<file path="src/rtl/gpu_wb_slave_ctrl.sv">
// Wishbone slave front-end for the GPU register/memory space: region decode,
// programmable wait states, per-target back-pressure and error termination.
module gpu_wb_slave_ctrl #(
  parameter int ADDR_W       = 27,
  parameter int DATA_W       = 32,
  parameter int NUM_TGT      = 4,
  parameter int SEL_LSB      = 12,
  parameter int SEL_W        = 4,
  parameter int WAIT_CYCLES  = 1,
  parameter int DEFAULT_LAST = 1
) (
  input  logic                      clk,
  input  logic                      reset,
  input  logic                      wb_cyc_i,
  input  logic                      wb_stb_i,
  input  logic                      wb_we_i,
  input  logic [DATA_W/8-1:0]       wb_sel_i,
  input  logic [ADDR_W-1:0]         wb_adr_i,
  input  logic [DATA_W-1:0]         wb_dat_i,
  output logic [DATA_W-1:0]         wb_dat_o,
  output logic                      wb_ack_o,
  output logic                      wb_err_o,
  output logic [NUM_TGT-1:0]        tgt_we_o,
  output logic [NUM_TGT-1:0]        tgt_re_o,
  output logic [ADDR_W-1:0]         tgt_addr_o,
  output logic [DATA_W-1:0]         tgt_wdata_o,
  output logic [DATA_W/8-1:0]       tgt_wsel_o,
  input  logic [NUM_TGT*DATA_W-1:0] tgt_rdata_i,
  input  logic [NUM_TGT-1:0]        tgt_busy_i
);

  typedef enum logic [2:0] {S_IDLE, S_WAIT, S_ISSUE, S_CAPT, S_RESP, S_ERR} state_t;

  localparam logic [SEL_W:0]   NT_EXT   = (SEL_W+1)'(NUM_TGT);
  localparam logic [SEL_W-1:0] TGT_LAST = SEL_W'(NUM_TGT - 1);

  state_t              state, nxt;
  logic [3:0]          cnt, cnt_nxt;
  logic                capture;
  logic                we_q;
  logic [SEL_W-1:0]    tgt_q;
  logic [SEL_W-1:0]    tgt_raw;
  logic                in_range;
  logic                busy_sel;
  logic [DATA_W-1:0]   rd_sel;

  assign tgt_raw  = wb_adr_i[SEL_LSB +: SEL_W];
  assign in_range = {1'b0, tgt_raw} < NT_EXT;

  // Target-indexed busy and read-data selection for the latched region.
  always_comb begin
    busy_sel = 1'b0;
    rd_sel   = '0;
    for (int k = 0; k < NUM_TGT; k++) begin
      if (tgt_q == SEL_W'(k)) begin
        busy_sel = tgt_busy_i[k];
        rd_sel   = tgt_rdata_i[k*DATA_W +: DATA_W];
      end
    end
  end

  // Strobes are gated by reset so a pending issue never leaks out.
  always_comb begin
    tgt_we_o = '0;
    tgt_re_o = '0;
    if (state == S_ISSUE && !busy_sel && !reset) begin
      for (int k = 0; k < NUM_TGT; k++) begin
        if (tgt_q == SEL_W'(k)) begin
          tgt_we_o[k] = we_q;
          tgt_re_o[k] = !we_q;
        end
      end
    end
  end

  always_comb begin
    nxt     = state;
    cnt_nxt = cnt;
    capture = 1'b0;
    case (state)
      S_IDLE: begin
        if (wb_cyc_i && wb_stb_i && !wb_ack_o && !wb_err_o) begin
          capture = 1'b1;
          if (!in_range && DEFAULT_LAST == 0) nxt = S_ERR;
          else if (WAIT_CYCLES == 0)          nxt = S_ISSUE;
          else begin
            nxt     = S_WAIT;
            cnt_nxt = 4'(WAIT_CYCLES);
          end
        end
      end
      S_WAIT: begin
        if (!wb_cyc_i)       nxt = S_IDLE;
        else if (cnt == 4'd1) nxt = S_ISSUE;
        else                 cnt_nxt = cnt - 4'd1;
      end
      S_ISSUE: begin
        if (busy_sel) begin
          if (!wb_cyc_i) nxt = S_IDLE;
        end else begin
          nxt = we_q ? S_RESP : S_CAPT;
        end
      end
      S_CAPT:  nxt = S_RESP;
      S_RESP:  nxt = S_IDLE;
      S_ERR:   nxt = S_IDLE;
      default: nxt = S_IDLE;
    endcase
  end

  always_ff @(posedge clk) begin
    if (reset) begin
      state       <= S_IDLE;
      cnt         <= '0;
      we_q        <= 1'b0;
      tgt_q       <= '0;
      tgt_addr_o  <= '0;
      tgt_wdata_o <= '0;
      tgt_wsel_o  <= '0;
      wb_dat_o    <= '0;
      wb_ack_o    <= 1'b0;
      wb_err_o    <= 1'b0;
    end else begin
      state    <= nxt;
      cnt      <= cnt_nxt;
      // Ack is dropped if the master has already abandoned the cycle.
      wb_ack_o <= (nxt == S_RESP) && wb_cyc_i;
      wb_err_o <= (nxt == S_ERR);
      if (capture) begin
        we_q        <= wb_we_i;
        tgt_q       <= in_range ? tgt_raw : TGT_LAST;
        tgt_addr_o  <= wb_adr_i;
        tgt_wdata_o <= wb_dat_i;
        tgt_wsel_o  <= wb_sel_i;
      end
      if (state == S_CAPT) wb_dat_o <= rd_sel;
    end
  end

endmodule

</file>
<file path="config.mk">
export PLATFORM = sky130hd
export DESIGN_NAME = gpu_wb_slave_ctrl
export DESIGN_NICKNAME = d
export VERILOG_FILES = /design/src/rtl/gpu_wb_slave_ctrl.sv
export SDC_FILE = /design/constraint.sdc
export NUM_CORES = 1
export LEC_CHECK = 0
export ABC_AREA = 1
export BUFFER_PORTS_ARGS = -buffer_cell sky130_fd_sc_hd__buf_4
export CORE_AREA = 2 2 118 120
export DETAILED_ROUTE_END_ITERATION = 10
export DIE_AREA = 0 0 120 122
export PLACE_DENSITY = 0.75
export SYNTH_ARGS = -nofsm -noshare
export SYNTH_HDL_FRONTEND = slang
export SYNTH_SLANG_ARGS = --single-unit
</file>
<file path="constraint.sdc">
create_clock -name clk -period 1.5 [get_ports clk]
set_input_delay 0.075 -clock clk [delete_from_list [all_inputs] [get_ports clk]]
set_output_delay 0.075 -clock clk [all_outputs]
set_load 0.02 [all_outputs]
</file>
==> flow_summary.html <==
<table>
<tr><th>Metric</th><th>Value</th></tr>
<tr><th colspan="2">Run status</th></tr>
<tr><td>Outcome</td><td>complete, but fails checks</td></tr>
<tr><td>Failing checks</td><td>hold timing, setup timing</td></tr>
<tr><th colspan="2">GRT</th></tr>
<tr><td>All-layer global routing usage</td><td>24.0%</td></tr>
<tr><td>Total congestion overflow after global routing</td><td>0</td></tr>
<tr><td>Wire length of the first global-routing pass</td><td>around 28,000 um</td></tr>
<tr><td>Vias in the first global route</td><td>5,850</td></tr>
<tr><td>Antenna violations before repair</td><td>0</td></tr>
<tr><td>Largest net degree at the start of global routing</td><td>67</td></tr>
<tr><th colspan="2">Timing</th></tr>
<tr><td>Aggregate negative setup slack</td><td>-1.88 ns</td></tr>
<tr><td>Maximum clock rate</td><td>between 500 and 600 MHz</td></tr>
<tr><td>Worst Slack Setup Final</td><td>-0.291 ns</td></tr>
<tr><td>Max-slew violation count</td><td>0</td></tr>
<tr><td>Final Critical Period</td><td>between 1.5 and 2 ns</td></tr>
<tr><td>Worst hold slack</td><td>-0.0279 ns</td></tr>
<tr><td>RSZ-0062 raised after global routing</td><td>true</td></tr>
<tr><td>Period Utilization, post-route</td><td>119%</td></tr>
<tr><td>Clock Skews</td><td>roughly 0.0074 ns</td></tr>
<tr><td># setup viols final</td><td>8</td></tr>
<tr><td>Endpoints failing hold</td><td>6</td></tr>
<tr><th colspan="2">Layout</th></tr>
<tr><td>Final net count</td><td>1,303</td></tr>
<tr><td>Number of standard cells in the final layout excluding fillers</td><td>between 1,000 and 1,500</td></tr>
<tr><td>Commonest non-fill, non-tap cells in the layout</td><td>buf_4, nor2_1, nand2_1</td></tr>
<tr><td>Number of fill cells in the layout</td><td>about 1,200</td></tr>
<tr><td>Share of cells above drive strength 1</td><td>~34%</td></tr>
<tr><td>Most common cell after layout, fill and taps aside</td><td>buf_4</td></tr>
<tr><td>Finished Core Util</td><td>64.5%</td></tr>
<tr><td>Area used by multi-input combinational logic</td><td>roughly 2500 sq um</td></tr>
<tr><td>Antenna Cells</td><td>0</td></tr>
<tr><td>Sequential cell area in the final layout</td><td>2190 sq um</td></tr>
<tr><td>Area grow syn2layout</td><td>74.0%</td></tr>
<tr><th colspan="2">Worst setup path</th></tr>
<tr><td>Count of cells along the worst register-to-register path</td><td>9</td></tr>
<tr><td>Start-to-end type of the worst setup path</td><td>flop to primary output</td></tr>
<tr><td>Startpoint types</td><td>flop</td></tr>
<tr><td>Type of element capturing the critical path</td><td>primary output</td></tr>
<tr><td>Critical path arrival</td><td>~1.7 ns</td></tr>
<tr><td>Required time at the endpoint of the critical path</td><td>1.42 ns</td></tr>
<tr><td>Crit Path Max Fanout</td><td>5</td></tr>
<tr><th colspan="2">CTS</th></tr>
<tr><td>Library cell used as clock root buffer</td><td>clkbuf_16</td></tr>
<tr><td>Hold buffer count at cts</td><td>64</td></tr>
<tr><td>TritonCTS clock tree</td><td>yes</td></tr>
<tr><td>Inserted Clock Buffers</td><td>9</td></tr>
<tr><td>Number of sinks handled by clock tree synthesis</td><td>~110</td></tr>
<tr><td>Worst-skew pair later-pin latency</td><td>0.35 ns</td></tr>
<tr><td># H-tree levels</td><td>3</td></tr>
<tr><td>Clock Tree Buf Depth</td><td>2</td></tr>
<tr><td>Clock input transition at the sequential cells of the worst setup and hold paths</td><td>around 0.08 ns</td></tr>
<tr><th colspan="2">Logic synthesis</th></tr>
<tr><td>Yosys top cell area share</td><td>between 40% and 50%</td></tr>
<tr><td>Leading area contributor after synthesis</td><td>dfxtp_1</td></tr>
<tr><td>Post-synthesis cell count</td><td>742</td></tr>
<tr><td>Sequential cell area fraction in the yosys report</td><td>43.6%</td></tr>
<tr><td>Most area-consuming cells after synthesis</td><td>dfxtp_1, nor2_1, nand2_1</td></tr>
<tr><td>Mean post-synth cell area</td><td>around 6.7 sq um</td></tr>
<tr><td>Number of flip-flops and latches in the synthesized netlist</td><td>roughly 110</td></tr>
<tr><td>Combined area of all synthesized cells</td><td>roughly 5000 sq um</td></tr>
<tr><td>Mapped Nets</td><td>~940</td></tr>
<tr><td>Cell variety after synth</td><td>28</td></tr>
<tr><td>Synthesis warning total</td><td>0</td></tr>
<tr><th colspan="2">Placed design</th></tr>
<tr><td>Routability congestion estimate from global placement</td><td>between 0.8 and 0.9</td></tr>
<tr><td>Placed Instances</td><td>about 1,200</td></tr>
<tr><td>Number of buffers added on ports</td><td>between 300 and 400</td></tr>
<tr><td>Post-detail-place hpwl</td><td>12,100 um</td></tr>
<tr><th colspan="2">Routing</th></tr>
<tr><td>Vias per cell</td><td>approximately 5</td></tr>
<tr><td>Detailed Route WL</td><td>19,600 um</td></tr>
<tr><td>Overall via count from detail_route</td><td>between 6,000 and 7,000</td></tr>
<tr><td>Post-DR wirelength/cell</td><td>~15 um</td></tr>
<tr><td>Post-detailed-route DRC marker count</td><td>0</td></tr>
<tr><td>Number of nets with antenna violations after routing</td><td>0</td></tr>
<tr><td>DRT iter0 DRCs</td><td>roughly 490</td></tr>
<tr><td>Detailed-router iteration count before antenna repair</td><td>5</td></tr>
<tr><th colspan="2">Floorplanning</th></tr>
<tr><td>Initial Utilization</td><td>between 30% and 40%</td></tr>
<tr><td>Num ports</td><td>between 300 and 400</td></tr>
<tr><td>Placeable core region</td><td>13,500 sq um</td></tr>
<tr><td>Rows</td><td>43</td></tr>
<tr><td>Die width</td><td>~120 um</td></tr>
<tr><td>Die extent in y</td><td>around 120 um</td></tr>
<tr><td>Total Die Area</td><td>around 15,000 sq um</td></tr>
<tr><th colspan="2">Pwr</th></tr>
<tr><td>Worst vdd rail ir drop</td><td>between 600 and 700 uV</td></tr>
<tr><td>Static Leakage</td><td>~4.1 nW</td></tr>
<tr><td>Pwr/cell area</td><td>approximately 800 nW/um^2</td></tr>
<tr><th colspan="2">Min path</th></tr>
<tr><td>Worst Hold Class</td><td>input pin to flop</td></tr>
<tr><td>Min-Delay Path Depth</td><td>2</td></tr>
<tr><th colspan="2">Job</th></tr>
<tr><td>Maximum capacitance violations</td><td>0</td></tr>
</table>
-- stage by stage --
stage / setup WS, ns / hold WS (ns) / power [mW] / cell area, sq um
after floorplan: 0.103 / 0.187 / 3.61 / 5000
after global placement: 0.0547 / 0.295 / 4.26 / 7500
after detailed placement: 0.0145 / 0.305 / 4.27 / 7500
after CTS: -0.271 / -0.0452 / 6.93 / 8530
after global routing: -0.443 / -0.0337 / 7.26 / 8710
final: -0.291 / -0.0279 / 6.96 / 8710
-- timing repair --
action / CTS / global route
resized for setup: 15 / 12
endpoints found under the hold margin: 70 / 6
gates cloned: 0 / 5
setup buffers: 3 / 2
pin swaps: 6 / 8
setup endpoints to repair: 8 / 67
-- worst paths after layout --
path	slack, ns	startpoint	to
hold / removal	-0.03	reset	tgt_q[3]
setup reg to reg	0.02	tgt_q[3]	wb_dat_o[8]
hold reg to reg	0.47	tgt_q[3]	tgt_q[3]
setup / recovery	-0.29	tgt_q[0]	tgt_we_o[1]
-- flip-flops by register name, indices dropped and copies added, names as in the netlist, 3 cells and up --
| name | count |
|---|---|
| tgt_q | 4 |
| state | 3 |
| wb_dat_o | 32 |
| cnt | 4 |
| tgt_wsel_o | 4 |
| tgt_wdata_o | 32 |
| tgt_addr_o | 27 |
-- synth_stat cells (all sizes together) --
cell and count:
nand3b 1, o21ai 99, buf 35, inv 19, ha 2, clkbuf 17
nand4 2, nor3b 1, nand3 47, a31oi 32, dfxtp 109, o211ai 1
conb 1, nand2 112, nor2 251, nor4 1, o21bai 1, a21oi 7
nor3 4
-- kinds of logic (layout without fill, tap and decap cells) --
| logic type | Yosys count | in the layout | synth area share (%) |
|---|---|---|---|
| buf+inv | 71 | 435 | 7.25 |
| simple gates | 419 | 419 | 33.5 |
| other cells | 1 | 1 | 0.0749 |
| flops | 109 | 109 | 43.6 |
| compound gates | 140 | 140 | 15.0 |
| fa+ha+maj | 2 | 2 | 0.500 |
-- report_power, final --
group,leakage (nW),internal [mW],switching (mW)
combinational,3.10,0.771,0.629
clock,0.149,1.34,1.18
sequential,0.889,2.99,0.0560
total,4.14,5.10,1.86
-- layout make-up --
cell class | instances | share of cell area [%]
inverter | 19 | 0.877
tap | 180 | 2.59
sequential | 109 | 25.1
timing repair buffer | 400 | 38.6
clock inverter | 7 | 1.06
multi-input combinational | 562 | 29.1
clock buffer | 9 | 2.59
-- per-layer routing --
| metal | wire length [um] | share of wire, % | GRT usage, % |
|---|---|---|---|
| met1 | 7590 | 39 | 28.2 |
| met2 | 9880 | 50 | 41.7 |
| met3 | 1580 | 8.1 | 5.20 |
| met4 | 521 | 2.7 | 11.3 |
| met5 | 0 | 0 | 0 |
-- critical path, stage by stage, from the launching register on --
cell and delay [ns]:
dfxtp_2 0.34, inv_1 0.16, nor2_4 0.06, nand3_2 0.08, nand2_2 0.07, o21bai_4 0.15
nand4_1 0.18, nor2_1 0.17, buf_4 0.16
Note: power is estimated with default switching activity, not from simulation.
